[src/rtl/mips_multicycle_ctrl.sv]
// Multi-cycle MIPS control FSM.
// Steps each instruction through fetch/decode/execute/memory/writeback and
// drives every mux select and enable of the shared-ALU, single-memory datapath.
// Memory accesses use a ready handshake guarded by a wait timeout.
// Optional feature macro: MCU_JAL_EN (adds the jal link/jump state for 0x03).
//
// state    | code | meaning
// ---------+------+-----------------------------------------------------------
// FETCH    |  0   | read instruction at PC, PC+4 on ALU, load IR/PC on ready
// DECODE   |  1   | precompute branch target, dispatch on opcode
// MEM_ADDR |  2   | rs + sign-ext imm -> ALUOut (effective address)
// MEM_RD   |  3   | load read at ALUOut, wait for ready
// MEM_WB   |  4   | write MDR to rt
// MEM_WR   |  5   | store write at ALUOut, wait for ready
// R_EXEC   |  6   | rs op rt using the funct field
// ALU_WB   |  7   | write ALUOut to rd (R-type) or rt (immediate)
// BRANCH   |  8   | compare rs/rt, load PC from ALUOut when equal
// IMM_EXEC |  9   | rs op sign-ext imm (addi/andi/ori)
// JAL      | 10   | jump to target, link PC into r31
// ERROR    | 11   | memory timeout, all strobes off until reset

module mips_multicycle_ctrl #(
  parameter int ALUOP_W  = 3,
  parameter int WAIT_MAX = 15
) (
  input  logic               clk,
  input  logic               reset,
  input  logic [5:0]         op_code,
  input  logic               zero,
  input  logic               mem_ready,
  output logic               pc_write,
  output logic               ir_write,
  output logic               i_or_d,
  output logic               mem_read,
  output logic               mem_write,
  output logic               mem_to_reg,
  output logic               reg_dst,
  output logic               reg_write,
  output logic               jal_link,
  output logic               alu_src_a,
  output logic [1:0]         alu_src_b,
  output logic [ALUOP_W-1:0] alu_op,
  output logic [1:0]         pc_source,
  output logic               illegal,
  output logic               mem_err,
  output logic [3:0]         state
);

  typedef enum logic [3:0] {
    S_FETCH    = 4'd0,
    S_DECODE   = 4'd1,
    S_MEM_ADDR = 4'd2,
    S_MEM_RD   = 4'd3,
    S_MEM_WB   = 4'd4,
    S_MEM_WR   = 4'd5,
    S_R_EXEC   = 4'd6,
    S_ALU_WB   = 4'd7,
    S_BRANCH   = 4'd8,
    S_IMM_EXEC = 4'd9,
    S_JAL      = 4'd10,
    S_ERROR    = 4'd11
  } state_t;

  localparam logic [5:0] OP_RTYPE = 6'h00;
  localparam logic [5:0] OP_JAL   = 6'h03;
  localparam logic [5:0] OP_BEQ   = 6'h04;
  localparam logic [5:0] OP_ADDI  = 6'h08;
  localparam logic [5:0] OP_ANDI  = 6'h0C;
  localparam logic [5:0] OP_ORI   = 6'h0D;
  localparam logic [5:0] OP_LW    = 6'h23;
  localparam logic [5:0] OP_SW    = 6'h2B;

  localparam logic [ALUOP_W-1:0] ALU_ADD = ALUOP_W'(0);
  localparam logic [ALUOP_W-1:0] ALU_SUB = ALUOP_W'(1);
  localparam logic [ALUOP_W-1:0] ALU_FN  = ALUOP_W'(2);
  localparam logic [ALUOP_W-1:0] ALU_AND = ALUOP_W'(3);
  localparam logic [ALUOP_W-1:0] ALU_OR  = ALUOP_W'(4);

  // Counter must hold WAIT_MAX itself: WAIT_MAX not-ready cycles are tolerated,
  // the next not-ready cycle (counter already at WAIT_MAX) is the timeout.
  localparam int CNT_W = (WAIT_MAX < 2) ? 1 : $clog2(WAIT_MAX + 1);
  localparam logic [CNT_W-1:0] WAIT_LIM = CNT_W'(WAIT_MAX);
  localparam bit TIMEOUT_EN = (WAIT_MAX != 0);

  state_t           state_q, state_d;
  logic [5:0]       op_q, op_d;
  logic [CNT_W-1:0] wait_q, wait_d;
  logic             in_mem_state;
  logic             timeout;

  assign state = state_q;

  // State, latched opcode and wait counter registers
  always_ff @(posedge clk or posedge reset) begin
    if (reset) begin
      state_q <= S_FETCH;
      op_q    <= '0;
      wait_q  <= '0;
    end else begin
      state_q <= state_d;
      op_q    <= op_d;
      wait_q  <= wait_d;
    end
  end

  // Wait counter: counts consecutive not-ready cycles in a memory state
  always_comb begin
    in_mem_state = (state_q == S_FETCH) || (state_q == S_MEM_RD) || (state_q == S_MEM_WR);
    timeout      = 1'b0;
    wait_d       = '0;
    if (TIMEOUT_EN && in_mem_state && !mem_ready) begin
      if (wait_q == WAIT_LIM) begin
        timeout = 1'b1;
      end else begin
        wait_d = wait_q + CNT_W'(1);
      end
    end
  end

  // Next-state and Moore outputs; everything forced low while reset is held
  always_comb begin
    state_d    = state_q;
    op_d       = op_q;
    pc_write   = 1'b0;
    ir_write   = 1'b0;
    i_or_d     = 1'b0;
    mem_read   = 1'b0;
    mem_write  = 1'b0;
    mem_to_reg = 1'b0;
    reg_dst    = 1'b0;
    reg_write  = 1'b0;
    jal_link   = 1'b0;
    alu_src_a  = 1'b0;
    alu_src_b  = 2'b00;
    alu_op     = ALU_ADD;
    pc_source  = 2'b00;
    illegal    = 1'b0;
    mem_err    = 1'b0;

    case (state_q)
      S_FETCH: begin
        mem_read  = 1'b1;
        alu_src_b = 2'b01;
        if (mem_ready) begin
          ir_write = 1'b1;
          pc_write = 1'b1;
          state_d  = S_DECODE;
        end else if (timeout) begin
          state_d = S_ERROR;
        end
      end

      S_DECODE: begin
        alu_src_b = 2'b11;
        op_d      = op_code;
        case (op_code)
          OP_RTYPE:             state_d = S_R_EXEC;
          OP_LW, OP_SW:         state_d = S_MEM_ADDR;
          OP_BEQ:               state_d = S_BRANCH;
          OP_ADDI, OP_ANDI,
          OP_ORI:               state_d = S_IMM_EXEC;
`ifdef MCU_JAL_EN
          OP_JAL:               state_d = S_JAL;
`endif
          default: begin
            illegal = 1'b1;
            state_d = S_FETCH;
          end
        endcase
      end

      S_MEM_ADDR: begin
        alu_src_a = 1'b1;
        alu_src_b = 2'b10;
        state_d   = (op_q == OP_LW) ? S_MEM_RD : S_MEM_WR;
      end

      S_MEM_RD: begin
        mem_read = 1'b1;
        i_or_d   = 1'b1;
        if (mem_ready)    state_d = S_MEM_WB;
        else if (timeout) state_d = S_ERROR;
      end

      S_MEM_WB: begin
        reg_write  = 1'b1;
        mem_to_reg = 1'b1;
        state_d    = S_FETCH;
      end

      S_MEM_WR: begin
        mem_write = 1'b1;
        i_or_d    = 1'b1;
        if (mem_ready)    state_d = S_FETCH;
        else if (timeout) state_d = S_ERROR;
      end

      S_R_EXEC: begin
        alu_src_a = 1'b1;
        alu_op    = ALU_FN;
        state_d   = S_ALU_WB;
      end

      S_ALU_WB: begin
        reg_write = 1'b1;
        reg_dst   = (op_q == OP_RTYPE);
        state_d   = S_FETCH;
      end

      S_BRANCH: begin
        alu_src_a = 1'b1;
        alu_op    = ALU_SUB;
        pc_source = 2'b01;
        pc_write  = zero;
        state_d   = S_FETCH;
      end

      S_IMM_EXEC: begin
        alu_src_a = 1'b1;
        alu_src_b = 2'b10;
        case (op_q)
          OP_ANDI: alu_op = ALU_AND;
          OP_ORI:  alu_op = ALU_OR;
          default: alu_op = ALU_ADD;
        endcase
        state_d = S_ALU_WB;
      end

      S_JAL: begin
`ifdef MCU_JAL_EN
        pc_write  = 1'b1;
        pc_source = 2'b10;
        reg_write = 1'b1;
        jal_link  = 1'b1;
`endif
        state_d = S_FETCH;
      end

      S_ERROR: begin
        mem_err = 1'b1;
      end

      default: state_d = S_FETCH;
    endcase

    if (reset) begin
      pc_write   = 1'b0;
      ir_write   = 1'b0;
      i_or_d     = 1'b0;
      mem_read   = 1'b0;
      mem_write  = 1'b0;
      mem_to_reg = 1'b0;
      reg_dst    = 1'b0;
      reg_write  = 1'b0;
      jal_link   = 1'b0;
      alu_src_a  = 1'b0;
      alu_src_b  = 2'b00;
      alu_op     = ALU_ADD;
      pc_source  = 2'b00;
      illegal    = 1'b0;
      mem_err    = 1'b0;
    end
  end

endmodule

[config.mk]
export PLATFORM = sky130hd
export DESIGN_NAME = mips_multicycle_ctrl
export DESIGN_NICKNAME = d
export VERILOG_FILES = /design/src/rtl/mips_multicycle_ctrl.sv
export SDC_FILE = /design/constraint.sdc
export NUM_CORES = 1
export LEC_CHECK = 0
export ABC_AREA = 1
export CORE_MARGIN = 8
export CORE_UTILIZATION = 30
export DETAILED_ROUTE_END_ITERATION = 7
export SYNTH_ARGS = -nofsm -noshare
export SYNTH_HDL_FRONTEND = slang
export SYNTH_SLANG_ARGS = --single-unit
[constraint.sdc]
create_clock -name clk -period 3.4 [get_ports clk]
set_input_delay 0.68 -clock clk [delete_from_list [all_inputs] [get_ports clk]]
set_output_delay 0.68 -clock clk [all_outputs]
set_load 0.005 [all_outputs]
Word level (Yosys, flattened, before mapping)
Cells that the tools add are included.

Flip-flop bits (word level): 14. Latch bits: 0. RAM bits: 0. Memory bits (read-only): 0. Output and inout port bits: 23. Memories: 0.

$add $sub $neg: 1. $mul: 0. Div/mod/pow operators: 0. $lt $le $gt $ge: 0. Equality and inequality tests: 20. Shifts and indexed selects: 0. Multiplexer cells: 42. Bitwise operators: 0. Reductions and logical operators: 16.

Operator list (count): $eq 6x4->1 const B (5); $pmux 4 s7 (1); $mux 1 (26); $mux 4 (6); $eq 6x6->1 const B (3); $eq 4x3->1 const B (4); $eq 4x4->1 const B (4); $pmux 4 s4 (1); $logic_not 6->1 (2); $reduce_or 2->1 (6); $pmux 3 s3 (1); $eq 4x2->1 const B (2); $reduce_or 7->1 (1); $eq 6x3->1 const B (1); $mux 3 (2); $pmux 2 s3 (1); $pmux 3 s2 (1); $add 4x1->4 const B (1); $eq 4x1->1 const B (1); $logic_not 4->1 (1); $mux 2 (2); $reduce_or 4->1 (1); $reduce_or 3->1 (1); $logic_or 1x1->1 (2); other kinds (3) (3).

Depth between registers and ports, before layout
Depth after elaboration: 8. Depth in mapped cells: 7.

Worst setup path after synthesis
Ideal clock, no wire load.

Kind: input to output. Start: input port reset. End: output port reg_write. Arrival time: 1.345 ns. Data required time: 2.720 ns. Setup slack: 1.375 ns. Cell stages on the path: 3. Buffers on the path: 0. Cells stage by stage: inv_1 nand2_1 a21oi_1.

Cells in the longest elaborated chain, start to end: 1.

Ends and longest elaborated chain: start: declaration (line 27) `input logic reset,`; $mux 1 (line 246) `if (reset) begin`; end: declaration (line 38) `output logic reg_write,`.

Every way passes these cells.

Worst setup path in the final report
Start: input port reset. End: output port illegal.

Cells in the longest elaborated chain, start to end: 1.

Ends and longest elaborated chain: $mux 1 (line 246); end: declaration (line 44) `output logic illegal,`.

Every way passes these cells.

==> results.cfg <==
[outcome]
status = completed

[die]
die_h_um = 76.4
row_count = 22
core_um2 = 3580
io_pins = 33
initial_core_util = 0.306
die_w_um = 76.4
die_area_um2 = 5830

[layout]
antennaDiodeCount = 0
final_util = 0.416
finalNetCount = 205
drive_gt1_frac = 0.155
fillCellCount = 385
area_growth_pct = 36.3
final_cell_area_um2 = 1490

[grt]
antenna_found_initial = 0
grt_overflow = 0
track_usage = 0.106
grt_max_degree = 15
grt_pass1_vias = 1126
grt_pass1_wl_um = 5200

[synthesis]
syn_inst = 159
synth_edf_count = 0
syn_area_um2 = 1090
syn_area_per_cell_um2 = 6.88
synth_top_area_frac = 0.320
ys_types = 30
yosysMostFrequentCell = nor2_1
synthTopCellsByCount = nor2_1, nand2_1, dfrtp_1
synthFlopType = dfrtp_1
ys_async_sr_fraction = 1.00
yosysWarnings = 0
synth_area_leaders = dfrtp_1, nor2_1, nand2_1, nand3_1, inv_1
yosysTopAreaCell = dfrtp_1
yosysSeqAreaShare = 0.320
ys_seq_elements = 14

[routing]
vias = 1081
route.detailed.drc = 0
postRouteAntennaNets = 0
first_pass_iters = 4
drt-total-wl_um = 3040
viasPerCell = 4.49
drt-initial-drc-count = 46
routedWlPerCell_um = 12.6

[setup_path]
cp-end-kind = output port
slowest_stage = clkdlybuf4s50_1
path_class = in2out
worst_ep_arrival_time_ps = 2290
cp_max_fo = 6
max_stage_delay_ps = 550
path_buf_inv = 2
crit_path_cell_trace = clkdlybuf4s50_1, nor3_2, nand2_1, nor3_1, clkdlybuf4s50_1
crit_top_cell = clkdlybuf4s50_1
cp_top_family = buffers and inverters
crit_cells = 5
startpoint_type = input port
reg2reg_depth = 6
cp.required_ps = 2720

[timing]
layout_min_cycle_time_ps = 2970
hold_viol = 0
slew_violations = 0
setup_viol = 0
fmax_ghz = 0.337
finClkSkew_ps = 0.742
fin_setup_tns_ps = 0
fin_crit_sh = 0.873
rsz0062_at_grt = false

[clock_network]
numCtsBuffers = 3
postCtsSetupBuffers = 0
post_cts_resized = 0
path_clk_slew_ps = 90
cts_root_buf = clkbuf_4
cts_tree = built
clockBufferDepth = 2
worstSkewPairLatency_ps = 280
cts.htree.levels = 1
clkSinkCount = 14
cts_hold_buf = 0

[hold_path]
hold_class = reg2reg
min_path_cells = 1

[place]
gp_congestion = 0.825
post-dp-hpwl_um = 2510
dpl_cell_area_um2 = 1450
portBuffers = 30

[power]
ir_worst_vdd_mv = 0.268
total_leakage_power_nw = 0.685
power_density_nw_per_um2 = 596

[job]
maxCapViolCount = 0
[worst paths after layout]
| path | from | endpoint | slack, ps |
|---|---|---|---|
| worst min-delay path | wait_q[0] | wait_q[0] | 480 |
| worst max-delay path | reset | illegal | 430 |
| max in group asynchronous | reset | state[2] | 2280 |
| worst min register to register | wait_q[0] | wait_q[0] | 480 |
| min in group asynchronous | reset | state[3] | 950 |
| worst max register to register | state[0] | state[2] | 2020 |
[report_power, final]
part | switching (W) | internal [W]
combinational | 0.000277 | 0.000198
sequential | 0.0000682 | 0.000224
clock | 0.0000557 | 0.0000651
[through the flow]
stage               hold WS (ps)  setup slack, ps  std cells  power [W]
floorplan                    446             1370        160   0.000600
finish                       476              433        241   0.000888
global route                 491              345        241   0.000968
CTS                          477              430        241   0.000896
global placement             467              466        237   0.000771
detailed placement           464              453        237   0.000773
[routing by layer]
layer / vias to the layer above / GRT usage / routed length [um]
li1: 579 / - / -
met3: 2 / 0.0295 / 204
met1: 470 / 0.123 / 1360
met5: - / 0 / 0
met4: 0 / 0.0462 / 36
met2: 30 / 0.176 / 1430
[registers in the layout (all words and copies together) (netlist names)]
name    cells
op_q        6
state       4
wait_q      4
[placed cells by master (no fill, tap or decap), types with 2 or more instances in the layout]
cell and n:
conb_1 2, nor2_4 3, nand3_1 12, nor2_2 2, o21ai_0 6, nand2_4 3, clkbuf_4 3, clkdlybuf4s50_1 30
inv_1 11, nand2_2 4, nand4_1 4, nor3_1 3, dfrtp_1 14, nor3_2 3, buf_4 2, inv_2 5
nor2_1 36, a21oi_1 4, nand2_1 33
[logic make-up (layout without fill, tap and decap cells)]
logic type                 count (synthesis)  in the layout  share of synthesized area
AOI/OAI and AO/OA                         14             14                     0.0721
xor gates and xnor gates                   2              2                     0.0160
adders and majority gates                  1              1                     0.0114
buffers and inverters                     21             54                     0.0812
DFF                                       14             14                      0.320
other                                      1              2                    0.00343
and+or+nand+nor                          106            106                      0.495
[layout make-up]
cell class,count,area [um2],share of cell area
repair buffers,32,315,0.212
flip-flops and latches,14,350,0.235
well taps,48,60.1,0.0403
multi-input cells,125,658,0.442
inverters,18,70.1,0.0470
clock buffers,4,36.3,0.0243
(Power assumes the default switching activity.)
